<file path="src/rtl/fifo8_to_256.sv">
// Byte-to-word packing FIFO: 32 bytes are packed into one 256-bit word, and the words are queued in a DEPTH-entry word FIFO.
// Define FIFO8_TO_256_FLUSH_EN to add the flush input, which pushes a zero-padded partial word.
module fifo8_to_256 #(
  parameter int DEPTH = 4,
  parameter int AW    = 2
) (
  input  logic          sclk,
  input  logic          srst,
  input  logic          wren,
  input  logic [7:0]    data8,
  output logic          full,
`ifdef FIFO8_TO_256_FLUSH_EN
  input  logic          flush,
`endif
  input  logic          rden,
  output logic [255:0]  data256,
  output logic          empty,
  output logic [AW:0]   words,
  output logic [4:0]    byte_cnt,
  output logic          ovf
);

  localparam logic [AW:0] DEPTH_W = (AW+1)'(DEPTH);

  logic [247:0]  r_partial;
  logic [4:0]    r_byte_cnt;
  logic [AW-1:0] r_wptr;
  logic [AW-1:0] r_rptr;
  logic [AW:0]   r_words;
  logic          r_ovf;
  logic [255:0]  r_data256;
  logic [255:0]  r_mem [DEPTH];

  logic          w_full;
  logic          w_empty;
  logic          w_accept;
  logic          w_pop;
  logic          w_word_done;
  logic          w_push;
  logic [255:0]  w_push_word;

  assign w_full      = (r_words == DEPTH_W);
  assign w_empty     = (r_words == '0);
  assign w_accept    = wren & ~w_full;
  assign w_pop       = rden & ~w_empty;
  assign w_word_done = w_accept & (r_byte_cnt == 5'd31);

`ifdef FIFO8_TO_256_FLUSH_EN
  logic [5:0]   w_fill;
  logic [4:0]   w_pad;
  logic [255:0] w_assembled;
  logic         w_flush_push;

  // The partial register is right-aligned, so shift the flushed bytes up to the top lanes.
  assign w_fill       = {1'b0, r_byte_cnt} + {5'd0, w_accept};
  assign w_pad        = 5'(6'd32 - w_fill);
  assign w_assembled  = w_accept ? {r_partial, data8} : {8'h00, r_partial};
  assign w_flush_push = flush & ~w_full & (w_fill != 6'd0);
  assign w_push       = w_word_done | w_flush_push;
  assign w_push_word  = w_assembled << {w_pad, 3'b000};
`else
  assign w_push       = w_word_done;
  assign w_push_word  = {r_partial, data8};
`endif

  always_ff @(posedge sclk) begin
    if (srst) begin
      r_partial  <= '0;
      r_byte_cnt <= '0;
      r_wptr     <= '0;
      r_rptr     <= '0;
      r_words    <= '0;
      r_ovf      <= 1'b0;
    end else begin
      if (w_push) begin
        r_partial  <= '0;
        r_byte_cnt <= '0;
        r_wptr     <= r_wptr + AW'(1);
      end else if (w_accept) begin
        r_partial  <= {r_partial[239:0], data8};
        r_byte_cnt <= r_byte_cnt + 5'd1;
      end
      if (w_pop) begin
        r_rptr <= r_rptr + AW'(1);
      end
      // A push and a pop on the same edge leave the count unchanged.
      case ({w_push, w_pop})
        2'b10:   r_words <= r_words + (AW+1)'(1);
        2'b01:   r_words <= r_words - (AW+1)'(1);
        default: r_words <= r_words;
      endcase
      if (wren & w_full) begin
        r_ovf <= 1'b1;
      end
    end
  end

  // The word storage has no reset, so it can be mapped to block RAM.
  always_ff @(posedge sclk) begin
    if (w_push & ~srst) begin
      r_mem[r_wptr] <= w_push_word;
    end
  end

  always_ff @(posedge sclk) begin
    if (srst) begin
      r_data256 <= '0;
    end else if (w_pop) begin
      r_data256 <= r_mem[r_rptr];
    end
  end

  assign full     = w_full;
  assign empty    = w_empty;
  assign words    = r_words;
  assign byte_cnt = r_byte_cnt;
  assign ovf      = r_ovf;
  assign data256  = r_data256;

endmodule

</file>
<file path="config.mk">
export PLATFORM = sky130hd
export DESIGN_NAME = fifo8_to_256
export DESIGN_NICKNAME = d
export VERILOG_FILES = /design/src/rtl/fifo8_to_256.sv
export SDC_FILE = /design/constraint.sdc
export NUM_CORES = 2
export LEC_CHECK = 0
export ABC_AREA = 1
export BUFFER_PORTS_ARGS = -buffer_cell sky130_fd_sc_hd__buf_2
export CORE_MARGIN = 4
export CORE_UTILIZATION = 59
export DETAILED_ROUTE_END_ITERATION = 7
export PLACE_DENSITY = 0.83
export SLEW_MARGIN = 0
export SYNTH_ARGS = -nofsm -noshare
export SYNTH_HDL_FRONTEND = slang
export SYNTH_SLANG_ARGS = --single-unit
</file>
<file path="constraint.sdc">
create_clock -name sclk -period 22.8 [get_ports sclk]
set_input_delay 4.56 -clock sclk [delete_from_list [all_inputs] [get_ports sclk]]
set_output_delay 4.56 -clock sclk [all_outputs]
set_load 0.005 [all_outputs]
</file>
==> metrics.md <==
| Metric | Value |
|---|---|
| FP Rows | `119` |
| Die Height | `334 µm` |
| DR DRC count | `0` |
| Crit-path max FO | `157` |
| Setup TNS | `0 ns` |
| Grt total ovfl | `0` |
| Total setup buffers inserted after CTS | `0` |
| Final period utilization | `36.8%` |
| Synth cell types | `25` |
| Pin count of the biggest net entering global routing | `238` |
| Post-Syn Nets | `6864` |
| Hold WC Path Type | `reg -> reg` |
| Leakage | `31.4 nW` |
| Io pins | `279` |
| Pins Over Slew Limit | `0` |
| Total number of vias | `44963` |
| Peak supply drop | `0.0000610 V` |
| CTS tree | `built` |
| Setup CP Type | `in -> reg` |
| Required @ worst endpoint | `23.16 ns` |
| CP top delay family | `buffers and inverters` |
| Pre-CTS WS | `13.65 ns` |
| Hold_buf cts | `0` |
| Total Power | `6.19 mW` |
| Detailed-route wire length | `149000 µm` |
| Setup Skew | `0.0232 ns` |
| Clock transition at the registers of the reported paths | `0.06 ns` |
| Area Overhead vs Synth | `10.7%` |
| Initial drt markers | `4747` |
| CTS root buf | `clkbuf_16` |
| Final Critical Period | `8.38 ns` |
| RSZ-0062 raised after global routing | `no` |
| Status | `complete, no violations` |
| Worst-Skew Late Latency | `0.76 ns` |
| Crit-path slowest cell | `buf_4` |
| Worst-Margin Slew | `1.43 ns` |
| Number of hold violations in the final report | `0` |
| Fin nets | `6967` |
| Synthesized area per cell | `9.18 µm²` |
| Post-Syn Instances | `6844` |
| Core area | `106000 µm²` |
| Drt first pass iters | `6` |
| Fin util | `65.9%` |
| Relative slew slack | `4.42%` |
| Clock Sinks | `1541` |
| Arr. time, crit path | `8.75 ns` |
| # H-tree levels | `4` |
| Fmax | `119 MHz` |
| Vias in the first global route | `43885` |
| Final WS setup | `14.42 ns` |
| GP Congestion | `0.769` |
| Synthesis-stage register bit count | `1541` |
| Setup crit end kind | `flop` |
| Clock Tree Buf Depth | `3` |
| Main synth FF type | `edfxtp_1` |
| Post-synth EDFFs | `1024` |
| # setup viols final | `0` |
| Netlist Area Pre-Place | `62900 µm²` |
| First-pass GRT wire length | `233000 µm` |
| Yosys warnings | `0` |
| Total GRT Usage | `26.2%` |
| Antenna fix cells | `0` |
| Final ANT Viol Nets | `0` |
| Critical path startpoint category | `primary input` |
| Drt via density | `5.31` |
| Max incr delay on CP | `0.95 ns` |
| CTS resizes | `0` |
| CP Cell Sequence | `buf_8 > nand3_2 > nor2_1 > inv_1 > nor2_4 > buf_12 > buf_4` |
| Post-synth ARST share | `0%` |
| Die Wd | `334 µm` |
| Antenna violations before repair | `1` |
| Port bufs | `278` |
| Post-DP HPWL | `81800 µm` |
| Share of layout cells above drive strength 1 | `7.77%` |
| WL per Instance | `17.6 µm` |
| CP Buf/Inv Count | `4` |
| Maxcap violations | `0` |
| Power Dens Cells | `89.0 nW/µm²` |
| Starting density of the core | `59.5%` |
| Sequential fraction of the synthesis area | `65.4%` |
| Die Area | `112000 µm²` |
| Number of CTS-inserted buffers | `153` |
[cells by family (layout without fill, tap and decap cells)]
group | count (synthesis) | after routing | synth area share [%]
buffers and inverters | 1671 | 1904 | 10.7
AOI/OAI and AO/OA | 261 | 261 | 2.08
and+or+nand+nor | 3363 | 3363 | 21.6
adders and majority gates | 8 | 8 | 0.171
DFF | 1541 | 1541 | 65.4
[metrics by stage]
stage          area (µm²)  cells  hold slack [ns]
3_5_place_dp        64600   8183            0.448
3_3_place_gp        64600   8183            0.441
6_report            69600   8468            0.458
4_1_cts             69600   8468            0.457
5_1_grt             69600   8468            0.478
2_1_floorplan       62900   6844            0.441
[per-layer routing]
layer / share of wire (%) / vias to the layer above / global-route usage (%)
li1: - / 21366 / -
met1: 38 / 21152 / 33.0
met2: 50 / 2080 / 45.3
met3: 8.0 / 363 / 3.93
met4: 3.7 / 2 / 11.4
met5: 0.0047 / - / 0
[report_power, final]
part | internal [mW] | switching (mW) | total, mW
logic | 0.199 | 0.431 | 0.630
clock network | 1.44 | 1.05 | 2.49
registers | 3.03 | 0.0508 | 3.08
[registers in the layout, summed over array words and instances, names as in the netlist]
name and count:
byte_cnt 5, data256 256, ovf 1, r_mem 1024, r_partial 248, r_rptr 2, r_wptr 2, words 3
[area by class of cell]
cell class	count	area (µm²)
Clock buffer	223	4380
Clock inverter	62	597
Fill cell	7418	36000
Inverter	1304	4920
Multi-Input combinational cell	3632	15100
Sequential cell	1541	41100
Tap cell	1391	1740
Timing Repair Buffer	315	1770
[cell usage in the layout (no fill, tap or decap), drive strengths merged]
cell      count
a21boi        1
a21oi       257
buf         315
bufinv        9
clkbuf      223
clkinv       41
clkinvlp      4
dfxtp       517
edfxtp     1024
fa            1
ha            7
inv        1312
nand2      2070
nand3       769
nand4         1
nor2        522
nor3          1
o21ai         3
[final timing paths]
path	from	endpoint	slack, ns	cells after the start
hold reg to reg	ovf	ovf	0.46	2
hold / removal	ovf	ovf	0.46	2
setup / recovery	wren	r_mem[0][197]	14.42	7
setup reg to reg	byte_cnt[0]	r_mem[0][197]	17.72	10
[Yosys cell counts, types with 7 or more instances]
cell | count | area (µm²)
nand2_1 | 2068 | 7760
inv_1 | 1301 | 4880
edfxtp_1 | 1024 | 30700
nand3_1 | 768 | 3840
nor2_1 | 521 | 1960
dfxtp_1 | 517 | 10300
a21oi_1 | 257 | 1290
buf_2 | 225 | 1130
clkbuf_1 | 86 | 323
buf_4 | 22 | 165
buf_1 | 21 | 78.8
buf_6 | 13 | 146
ha_1 | 7 | 87.6
[worst reg2reg max path, delay by kind of cell (launching register included)]
kind	cells	cell delay [ns]
adders and majority gates	2	0.51
buffers and inverters	4	2.14
DFF	1	0.44
and+or+nand+nor	4	1.56
No activity file was read; power rests on OpenSTA's default activity.
